`src/rtl/uart_apb_fifo.sv`:
```
// ----------------------------------------------------------------------------
// uart_apb_fifo -- APB3 slave console UART (8N1) with TX/RX FIFOs.
//
// Register map (byte address, [3:2] decoded):
//   0x0 DATA  W: push TX byte (full -> dropped, pslverr)   R: pop RX byte (empty -> 0)
//   0x4 STAT  R: [0]tx_full [1]tx_idle [2]rx_valid [3]rx_full [4]overrun
//               [5]frame_err [15:8]tx_count [23:16]rx_count
//             W: writing 1 to [4]/[5] clears the sticky flag
//   0x8 DIV   RW baud divisor, bit period = DIV+1 clocks
//   0xC CTRL  RW [0]tx_en [1]rx_en [2]loopback [4]ie_rx [5]ie_tx_idle
//
// Ports:
//   clock, reset           system clock, asynchronous active-low reset
//   in_psel .. in_pstrb    APB3 request (pprot, pstrb and unused paddr bits ignored)
//   in_pready/pslverr/prdata  APB3 response, zero wait states
//   uart_rx / uart_tx      serial line, idle high
//   irq                    registered level interrupt
//
// Optional build macro: UART_SIM_PRINT_EN -- echoes every accepted DATA write
// to the simulator console with $write. Leave undefined for synthesis.
// ----------------------------------------------------------------------------
module uart_apb_fifo #(
  parameter int          TX_DEPTH  = 16,
  parameter int          RX_DEPTH  = 16,
  parameter int          DIV_W     = 16,
  parameter int unsigned DIV_RESET = 16
) (
  input  logic        clock,
  input  logic        reset,
  input  logic        in_psel,
  input  logic        in_penable,
  input  logic [2:0]  in_pprot,
  input  logic [31:0] in_paddr,
  input  logic        in_pwrite,
  input  logic [31:0] in_pwdata,
  input  logic [3:0]  in_pstrb,
  output logic        in_pready,
  output logic        in_pslverr,
  output logic [31:0] in_prdata,
  input  logic        uart_rx,
  output logic        uart_tx,
  output logic        irq
);

  localparam int TAW = $clog2(TX_DEPTH);
  localparam int RAW = $clog2(RX_DEPTH);
  localparam logic [TAW:0] TX_FULL_CNT = (TAW+1)'(TX_DEPTH);
  localparam logic [RAW:0] RX_FULL_CNT = (RAW+1)'(RX_DEPTH);

  localparam logic [1:0] A_DATA = 2'd0;
  localparam logic [1:0] A_STAT = 2'd1;
  localparam logic [1:0] A_DIV  = 2'd2;
  localparam logic [1:0] A_CTRL = 2'd3;

  // Shared by both serial FSMs.
  localparam logic [1:0] S_IDLE  = 2'd0;
  localparam logic [1:0] S_START = 2'd1;
  localparam logic [1:0] S_DATA  = 2'd2;
  localparam logic [1:0] S_STOP  = 2'd3;

  // --------------------------------------------------------------------------
  // APB decode
  // --------------------------------------------------------------------------
  logic       access, wr_acc, rd_acc;
  logic [1:0] reg_sel;

  assign access    = in_psel & in_penable;
  assign wr_acc    = access & in_pwrite;
  assign rd_acc    = access & ~in_pwrite;
  assign reg_sel   = in_paddr[3:2];
  assign in_pready = access;

  // Inputs the register map deliberately ignores.
  logic unused_ok;
  assign unused_ok = ^{in_pprot, in_pstrb, in_paddr[31:4], in_paddr[1:0], in_pwdata};

  // --------------------------------------------------------------------------
  // Control registers
  // --------------------------------------------------------------------------
  logic             tx_en, rx_en, loopback, ie_rx, ie_tx_idle;
  logic [DIV_W-1:0] div_q;

  // NOTE: clocked state is always assigned with <= so every flop samples the
  // pre-edge values of its neighbours regardless of statement order.
  always_ff @(posedge clock or negedge reset) begin
    if (!reset) begin
      tx_en      <= 1'b1;
      rx_en      <= 1'b1;
      loopback   <= 1'b0;
      ie_rx      <= 1'b0;
      ie_tx_idle <= 1'b0;
      div_q      <= DIV_W'(DIV_RESET);
    end else if (wr_acc) begin
      if (reg_sel == A_DIV) div_q <= in_pwdata[DIV_W-1:0];
      if (reg_sel == A_CTRL) begin
        tx_en      <= in_pwdata[0];
        rx_en      <= in_pwdata[1];
        loopback   <= in_pwdata[2];
        ie_rx      <= in_pwdata[4];
        ie_tx_idle <= in_pwdata[5];
      end
    end
  end

  // --------------------------------------------------------------------------
  // TX FIFO + transmitter
  // --------------------------------------------------------------------------
  logic [7:0]       tx_mem [TX_DEPTH];
  logic [TAW:0]     tx_wp, tx_rp, tx_cnt;
  logic             tx_full, tx_empty, tx_push, tx_start, tx_bit_end, tx_idle;
  logic [1:0]       tx_state;
  logic [DIV_W-1:0] tx_div_l, tx_timer;
  logic [2:0]       tx_bit;
  logic [7:0]       tx_shift;

  // The extra pointer bit distinguishes full from empty, so the count reads
  // the full depth rather than wrapping to 0.
  assign tx_cnt     = tx_wp - tx_rp;
  assign tx_full    = (tx_cnt == TX_FULL_CNT);
  assign tx_empty   = (tx_cnt == '0);
  assign tx_push    = wr_acc & (reg_sel == A_DATA) & ~tx_full;
  assign tx_start   = (tx_state == S_IDLE) & ~tx_empty & tx_en;
  assign tx_bit_end = (tx_timer == tx_div_l);
  assign tx_idle    = tx_empty & (tx_state == S_IDLE);

  // NOTE: FIFO storage has no reset; the pointers alone define which entries
  // are valid, and leaving the array unreset lets it map onto plain RAM.
  always_ff @(posedge clock) begin
    if (tx_push) tx_mem[tx_wp[TAW-1:0]] <= in_pwdata[7:0];
  end

  always_ff @(posedge clock or negedge reset) begin
    if (!reset) tx_wp <= '0;
    else if (tx_push) tx_wp <= tx_wp + (TAW+1)'(1);
  end

  always_ff @(posedge clock or negedge reset) begin
    if (!reset) begin
      tx_state <= S_IDLE;
      tx_rp    <= '0;
      tx_div_l <= '0;
      tx_timer <= '0;
      tx_bit   <= '0;
      tx_shift <= '0;
    end else begin
      case (tx_state)
        S_IDLE: begin
          if (tx_start) begin
            // Byte leaves the FIFO as the start bit begins; the divisor is
            // frozen for the whole frame.
            tx_state <= S_START;
            tx_shift <= tx_mem[tx_rp[TAW-1:0]];
            tx_rp    <= tx_rp + (TAW+1)'(1);
            tx_div_l <= div_q;
            tx_timer <= '0;
          end
        end
        S_START: begin
          if (tx_bit_end) begin
            tx_state <= S_DATA;
            tx_timer <= '0;
            tx_bit   <= '0;
          end else begin
            tx_timer <= tx_timer + DIV_W'(1);
          end
        end
        S_DATA: begin
          if (tx_bit_end) begin
            tx_timer <= '0;
            tx_shift <= {1'b0, tx_shift[7:1]};
            if (tx_bit == 3'd7) tx_state <= S_STOP;
            else                tx_bit   <= tx_bit + 3'd1;
          end else begin
            tx_timer <= tx_timer + DIV_W'(1);
          end
        end
        default: begin // S_STOP
          if (tx_bit_end) tx_state <= S_IDLE;
          else            tx_timer <= tx_timer + DIV_W'(1);
        end
      endcase
    end
  end

  // NOTE: every signal driven in always_comb gets a default first, so no
  // path through the block can leave it holding a value (inferred latch).
  always_comb begin
    uart_tx = 1'b1;
    if (tx_state == S_START)     uart_tx = 1'b0;
    else if (tx_state == S_DATA) uart_tx = tx_shift[0];
  end

  // --------------------------------------------------------------------------
  // Receiver + RX FIFO
  // --------------------------------------------------------------------------
  logic             rx_line, rx_s1, rx_s2, rx_s3, rx_fall;
  logic [1:0]       rx_state;
  logic [DIV_W-1:0] rx_div_l, rx_timer;
  logic [DIV_W:0]   rx_half, rx_elapsed;
  logic             rx_mid, rx_bit_end, rx_stop_hit;
  logic [2:0]       rx_bit;
  logic [7:0]       rx_shift;
  logic [7:0]       rx_mem [RX_DEPTH];
  logic [RAW:0]     rx_wp, rx_rp, rx_cnt;
  logic             rx_full, rx_empty, rx_push, rx_pop, rx_ovr_set, frame_set;

  assign rx_line = loopback ? uart_tx : uart_rx;

  always_ff @(posedge clock or negedge reset) begin
    if (!reset) {rx_s1, rx_s2, rx_s3} <= 3'b111;
    else        {rx_s1, rx_s2, rx_s3} <= {rx_line, rx_s1, rx_s2};
  end

  assign rx_fall    = rx_s3 & ~rx_s2;
  // The edge detect already costs one clock, so the start-bit check fires
  // after half a bit counted from the synchronised falling edge.
  assign rx_half    = ({1'b0, rx_div_l} + (DIV_W+1)'(1)) >> 1;
  assign rx_elapsed = {1'b0, rx_timer} + (DIV_W+1)'(1);
  assign rx_mid     = (rx_elapsed >= rx_half);
  assign rx_bit_end = (rx_timer == rx_div_l);

  always_ff @(posedge clock or negedge reset) begin
    if (!reset) begin
      rx_state <= S_IDLE;
      rx_div_l <= '0;
      rx_timer <= '0;
      rx_bit   <= '0;
      rx_shift <= '0;
    end else if (!rx_en) begin
      rx_state <= S_IDLE;
    end else begin
      case (rx_state)
        S_IDLE: begin
          if (rx_fall) begin
            rx_state <= S_START;
            rx_div_l <= div_q;
            rx_timer <= '0;
          end
        end
        S_START: begin
          if (rx_mid) begin
            // A line that has gone high again was a glitch, not a start bit.
            rx_state <= rx_s2 ? S_IDLE : S_DATA;
            rx_timer <= '0;
            rx_bit   <= '0;
          end else begin
            rx_timer <= rx_timer + DIV_W'(1);
          end
        end
        S_DATA: begin
          if (rx_bit_end) begin
            rx_timer <= '0;
            rx_shift <= {rx_s2, rx_shift[7:1]};
            if (rx_bit == 3'd7) rx_state <= S_STOP;
            else                rx_bit   <= rx_bit + 3'd1;
          end else begin
            rx_timer <= rx_timer + DIV_W'(1);
          end
        end
        default: begin // S_STOP
          if (rx_bit_end) rx_state <= S_IDLE;
          else            rx_timer <= rx_timer + DIV_W'(1);
        end
      endcase
    end
  end

  assign rx_cnt      = rx_wp - rx_rp;
  assign rx_full     = (rx_cnt == RX_FULL_CNT);
  assign rx_empty    = (rx_cnt == '0);
  assign rx_stop_hit = rx_en & (rx_state == S_STOP) & rx_bit_end;
  // Full is judged before any same-cycle pop, so a push into a full FIFO is
  // refused even while software is reading.
  assign rx_push     = rx_stop_hit & rx_s2 & ~rx_full;
  assign rx_ovr_set  = rx_stop_hit & rx_s2 & rx_full;
  assign frame_set   = rx_stop_hit & ~rx_s2;
  assign rx_pop      = rd_acc & (reg_sel == A_DATA) & ~rx_empty;

  always_ff @(posedge clock) begin
    if (rx_push) rx_mem[rx_wp[RAW-1:0]] <= rx_shift;
  end

  always_ff @(posedge clock or negedge reset) begin
    if (!reset) begin
      rx_wp <= '0;
      rx_rp <= '0;
    end else begin
      if (rx_push) rx_wp <= rx_wp + (RAW+1)'(1);
      if (rx_pop)  rx_rp <= rx_rp + (RAW+1)'(1);
    end
  end

  // --------------------------------------------------------------------------
  // Sticky flags, interrupt, read mux
  // --------------------------------------------------------------------------
  logic overrun, frame_err, stat_w1c;

  assign stat_w1c = wr_acc & (reg_sel == A_STAT);

  // A hardware set in the same cycle as a software clear wins.
  always_ff @(posedge clock or negedge reset) begin
    if (!reset) begin
      overrun   <= 1'b0;
      frame_err <= 1'b0;
      irq       <= 1'b0;
    end else begin
      overrun   <= rx_ovr_set | (overrun   & ~(stat_w1c & in_pwdata[4]));
      frame_err <= frame_set  | (frame_err & ~(stat_w1c & in_pwdata[5]));
      irq       <= (ie_rx & ~rx_empty) | (ie_tx_idle & tx_idle) | frame_err | overrun;
    end
  end

  logic [31:0] stat_word;
  assign stat_word = {8'd0, 8'(rx_cnt), 8'(tx_cnt), 2'b00, frame_err, overrun,
                      rx_full, ~rx_empty, tx_idle, tx_full};

  always_comb begin
    in_prdata = '0;
    if (rd_acc) begin
      case (reg_sel)
        A_DATA:  in_prdata = rx_empty ? 32'd0 : {24'd0, rx_mem[rx_rp[RAW-1:0]]};
        A_STAT:  in_prdata = stat_word;
        A_DIV:   in_prdata = 32'(div_q);
        default: in_prdata = {26'd0, ie_tx_idle, ie_rx, 1'b0, loopback, rx_en, tx_en};
      endcase
    end
  end

  assign in_pslverr = wr_acc & (reg_sel == A_DATA) & tx_full;

`ifdef UART_SIM_PRINT_EN
  always_ff @(posedge clock) begin
    if (tx_push) $write("%c", in_pwdata[7:0]);
  end
`else
  // Console echo compiled out: the serial line is the only output path.
`endif

endmodule

```
`config.mk`:
```
export PLATFORM = sky130hd
export DESIGN_NAME = uart_apb_fifo
export DESIGN_NICKNAME = d
export VERILOG_FILES = /design/src/rtl/uart_apb_fifo.sv
export SDC_FILE = /design/constraint.sdc
export NUM_CORES = 1
export LEC_CHECK = 0
export ABC_AREA = 1
export BUFFER_PORTS_ARGS = -buffer_cell sky130_fd_sc_hd__buf_4
export CAP_MARGIN = 40
export CORE_UTILIZATION = 55
export DETAILED_ROUTE_END_ITERATION = 10
export PLACE_DENSITY = 0.78
export SYNTH_ARGS = -nofsm -noshare
export SYNTH_HDL_FRONTEND = slang
export SYNTH_SLANG_ARGS = --single-unit
```
`constraint.sdc`:
```
create_clock -name clock -period 6.45 [get_ports clock]
set_clock_uncertainty 0.05 [all_clocks]
set_input_delay 0.9675 -clock clock [delete_from_list [all_inputs] [get_ports clock]]
set_output_delay 0.9675 -clock clock [all_outputs]
set_load 0.03 [all_outputs]
```
Yosys cells after proc, flatten, opt, wreduce, memory -nomap -nowiden
Memory sizes are Yosys's and may differ from the RTL's. Index checks and enable logic that the tools add are counted.

Logic and storage cells: 175. Bits in registers: 137. Bits of input ports: 77. Memories kept: 2. Memory bits (read-only): 0. Output and inout port bits: 36. Bits in writable memories: 256. Latch bits: 0.

Bitwise gates (word level): 38. Add/subtract/negate cells: 12. Equality and inequality tests: 30. Shifts and indexed selects: 0. Div/mod/pow operators: 0. Mux-type cells: 44. Magnitude comparators: 1. Reduce and logical (&&, ||, !) cells: 22. Multiply operators: 0.

Memories: rx_mem (depth 16, bits a word 8, read ports 1, clocked after memory_dff 0, wr ports 1, RTL line 203) `logic [7:0] rx_mem [RX_DEPTH];`; tx_mem (depth 16, bits a word 8, read ports 1, clocked after memory_dff 0, wr ports 1, RTL line 108) `logic [7:0] tx_mem [TX_DEPTH];`.

Operator list (count): $mux 16 (7); $pmux 21 s3 (1); $pmux 16 s3 (1); $add 16x1->17 const B (2); $add 16x1->16 const B (2); $eq 16x16->1 (2); $pmux 16 s2 (1); $and 1x1->1 (25); $mux 2 (12); $mux 8 (3); $mux 21 (1); $add 5x1->5 const B (4); $mux 3 (6); $ne 2x2->1 const B (9); $ge 17x16->1 (1); $pmux 8 s2 (1); $reduce_and 5->1 (3); $ne 3x3->1 const B (4); $pmux 2 s3 (2); $pmux 3 s2 (2); $reduce_and 3->1 (4); $eq 2x2->1 const B (5); $eq 5x5->1 const B (2); $logic_not 5->1 (2); 14 further kinds (45).

Longest topological paths before layout
Depth in word-level cells: 7. Depth in mapped cells: 21. Mapped depth without buffers: 21.

Worst setup path before layout
OpenSTA, ideal clock, no wires.

Kind: flip-flop to output port. Start point: reg rx_rp[1]. End point: out in_prdata[6]. Cell stages (with the launch flop): 13. Data arrival time: 2.978 ns. Slack: 2.454 ns. Required time: 5.432 ns. Cell sequence: dfrtp_1 -> clkbuf_1 -> inv_1 -> clkbuf_1 -> fa_1 -> nand3_1 -> nand2_1 -> xor2_1 -> nand4_1 -> inv_1 -> nor2_1 -> inv_1 -> o32ai_1.

Cells in the longest elaborated chain, start to end: 5. Elaborated cells on any way between the ends: 6. Those cells by class: add/sub (1); mux (3); reduce/logical (1); memory (1).

RTL lines: start: declaration (RTL line 204) `logic [RAW:0] rx_wp, rx_rp, rx_cnt;`; start signal: assignment (RTL line 289) `if (rx_pop) rx_rp <= rx_rp + (RAW+1)'(1);`; $sub 5x5->5 (RTL line 268) `assign rx_cnt = rx_wp - rx_rp;`; $logic_not 5->1 (RTL line 270) `assign rx_empty = (rx_cnt == '0);`; $mux 8 (*) (RTL line 321) `A_DATA: in_prdata = rx_empty ? 32'd0 : {24'd0, rx_mem[rx_rp[RAW-1:0]]};`; $pmux 21 s3 (*) (RTL line 320) `case (reg_sel)`; $mux 21 (*) (RTL line 319) `if (rd_acc) begin`; end: declaration (RTL line 39) `output logic [31:0] in_prdata,`.

Mark *: on every way between the ends. The rest lies on a longest branch, timed or not.

Worst setup path in the final report
Start point: reg rx_rp[2]. End point: out in_prdata[6].

The elaborated chain is that of the path after synthesis.

==> results.json <==
{
  "rr_endpoint": "tx_timer[4]$_DFFE_PN0P_",
  "worstMarginPinSlew_ns": 0.8628,
  "rr_startpoint": "tx_rp[1]$_DFFE_PN0P_",
  "grt_max_degree": 69,
  "setup_tns_ns": 0,
  "layout-drive-gt1-share_pct": 9.790,
  "slew_viol_final": 0,
  "power_w": 0.008123,
  "ir_drop_mv": 0.3038,
  "clock-sinks": 393,
  "power.leakage_nw": 8.069,
  "path_common_cell": "inv_1",
  "routabilityCongestion": 0.9571,
  "ant_nets": 0,
  "finalSetupViolations": 0,
  "die-area_um2": 34120,
  "syn_inst": 1794,
  "hold_ws_ns": 0.3031,
  "diodes": 0,
  "clkTransAtPathRegs_ns": 0.06,
  "hold_violations": 0,
  "drt_iter0_drc": 1364,
  "grt_pass1_wl_mm": 66.61,
  "rsz0062_at_grt": "no",
  "cts_root_buffer": "clkbuf_16",
  "ctsResizeCount": 0,
  "async_flop_share_pct": 34.86,
  "yosysWarnings": 0,
  "cp-endpoint": "in_prdata[6]",
  "dpl-instance-area_um2": 19080,
  "wl_per_cell_um": 18.38,
  "netlist_top_cells_area": "edfxtp_1 (42%), dfrtp_1 (18%), nand2_1 (6.5%)",
  "cts_max_level": 2,
  "synth_edf_count": 256,
  "hp-start": "rx_s1$_DFF_PN1_",
  "start_util_pct": 56.16,
  "post-route-drc-count": 0,
  "rr_worst_depth": 14,
  "first_pass_iters": 7,
  "p_per_area_nw_per_um2": 397.8,
  "final_cells": 2301,
  "ys_ff_latch": 393,
  "avgSynthCellArea_um2": 10.24,
  "grt_pass1_vias": 12680,
  "cts_tree": "yes",
  "period_share_pct": 77.42,
  "min_period_ns": 4.993,
  "clk_path_buf_depth": 3,
  "cp_slowest_cell": "dfrtp_1",
  "hpwlAfterDp_mm": 28.13,
  "worstPathCellList": "inv_1 -> ha_1 -> a21oi_1 -> nand2_1 -> xnor2_1 -> nand4_1 -> inv_1 -> nor2_1 -> inv_1 -> o32ai_1 -> buf_4",
  "wirelength_mm": 42.28,
  "cts_setup_buffers": 0,
  "worstPathMaxFanout": 17,
  "crit_path_end_kind": "output port",
  "path_class": "register to output port",
  "fin_nets": 1950,
  "fp.dieH_um": 184.7,
  "synth_top_area_share_pct": 41.86,
  "io_buffers": 48,
  "worst_setup_path_start_kind": "register",
  "synth-seq-area-share_pct": 60.57,
  "num_io_pins": 113,
  "synth_ff_type": "edfxtp_1",
  "worstPathArrival_ns": 3.98,
  "hold_path.class": "register to register",
  "netlist_top_cells_count": "nand2_1 (318), edfxtp_1 (256), nor2_1 (223)",
  "vias": 13380,
  "row_count": 66,
  "clock.fmax_mhz": 200.3,
  "max-cap-violations": 0,
  "die_x_um": 184.7,
  "synth_area_um2": 18360,
  "grt-ovfl-total": 0,
  "cp.required_ns": 5.43,
  "final_area_um2": 20420,
  "yosysTopAreaCell": "edfxtp_1",
  "status": "completed",
  "startpoint": "rx_rp[2]$_DFFE_PN0P_",
  "synth_cell_types": 56,
  "antenna_found_initial": 0,
  "core_um2": 32700,
  "synthMostInstantiatedCell": "nand2_1",
  "grt.total_usage_pct": 25.26,
  "max_slew_margin_pct": 42.27,
  "post-place-cells": 2228,
  "area_growth_pct": 11.20,
  "vias_per_cell": 5.815,
  "numCtsBuffers": 39,
  "r2r_slack_ns": 2.32,
  "slowest_delay_ns": 0.80,
  "clock_latency_ns": 0.55,
  "ctsHoldBuffers": 0
}
## flip-flops by register name, indices dropped and copies added, names as in the netlist, 3 cells and up
register and flops:
div_q 16, rx_bit 3, rx_div_l 16, rx_mem 128, rx_rp 5, rx_shift 8, rx_timer 16, rx_wp 5
tx_bit 3, tx_div_l 16, tx_mem 128, tx_rp 5, tx_shift 8, tx_timer 16, tx_wp 5
## power by group
group          switching, W  total (W)  internal (W)
Sequential         0.000301    0.00322       0.00292
Clock              0.000981    0.00232       0.00134
Combinational       0.00172    0.00258      0.000863
## area by class of cell
cell class | instances | area (um2)
Sequential cell | 393 | 11130
Timing Repair Buffer | 64 | 528.0
Clock buffer | 49 | 1096
Fill cell | 2535 | 12280
Tap cell | 442 | 553.0
Clock inverter | 23 | 232.7
Multi-Input combinational cell | 1192 | 6367
Inverter | 138 | 518.0
## metal layers
| layer | track usage (%) | part of all wire (%) | wire length [um] |
|---|---|---|---|
| met1 | 32.41 | 40 | 16920 |
| met2 | 43.09 | 49 | 20720 |
| met3 | 4.347 | 7.9 | 3346 |
| met4 | 9.091 | 3.1 | 1303 |
| met5 | 0 | 0 | 0 |
## how the worst min path moves through the flow
stage | endpoint | cells after the start
after floorplan | rx_s2$_DFF_PN1_ | 0
after global placement | rx_s2$_DFF_PN1_ | 0
after detailed placement | rx_s2$_DFF_PN1_ | 0
after CTS | rx_s2$_DFF_PN1_ | 0
after global routing | rx_s2$_DFF_PN1_ | 0
final | rx_s2$_DFF_PN1_ | 0
## worst max-delay path: cells and delay by family, from the launching register on
family	cells	cell delay, ns
buffers and inverters	4	0.75
AND/OR/NAND/NOR	3	0.65
flip-flops	1	0.80
adder cells (fa/ha/maj)	1	0.41
XOR/XNOR	1	0.16
AO/OA/AOI/OAI	2	0.64
## layout by cell type, fill, tap and decap left out, types with 7 or more instances in the layout
master,instances
buf_4,59
nor2_1,223
o22ai_1,39
nand4_1,21
ha_1,43
nand3_1,68
a31oi_1,7
xnor2_1,34
o21ai_0,184
nand2_1,318
nor4_1,12
o21ai_1,7
nor3_1,16
a21oi_1,72
edfxtp_1,256
nand2_2,11
inv_1,132
conb_1,11
xor2_1,42
nand3_2,11
clkbuf_16,41
dfrtp_1,129
a32o_1,11
## metrics by stage
stage	setup WS (ns)	util, %
after floorplan	2.454	-
after global placement	2.176	58.07
after detailed placement	2.134	58.36
after CTS	1.524	62.42
after global routing	1.268	62.45
final	1.457	62.45
## kinds of logic (layout without fill, tap and decap cells)
logic type / Yosys count / in the layout / synth area share (%)
compound gates: 361 / 361 / 11.22
xor+xnor: 76 / 76 / 3.625
fa+ha+maj: 45 / 45 / 3.148
buf+inv: 219 / 274 / 4.960
flops: 393 / 393 / 60.57
mux: 2 / 2 / 0.1226
other cells: 1 / 11 / 0.02042
simple gates: 697 / 697 / 16.33
(Power assumes the default switching activity.)
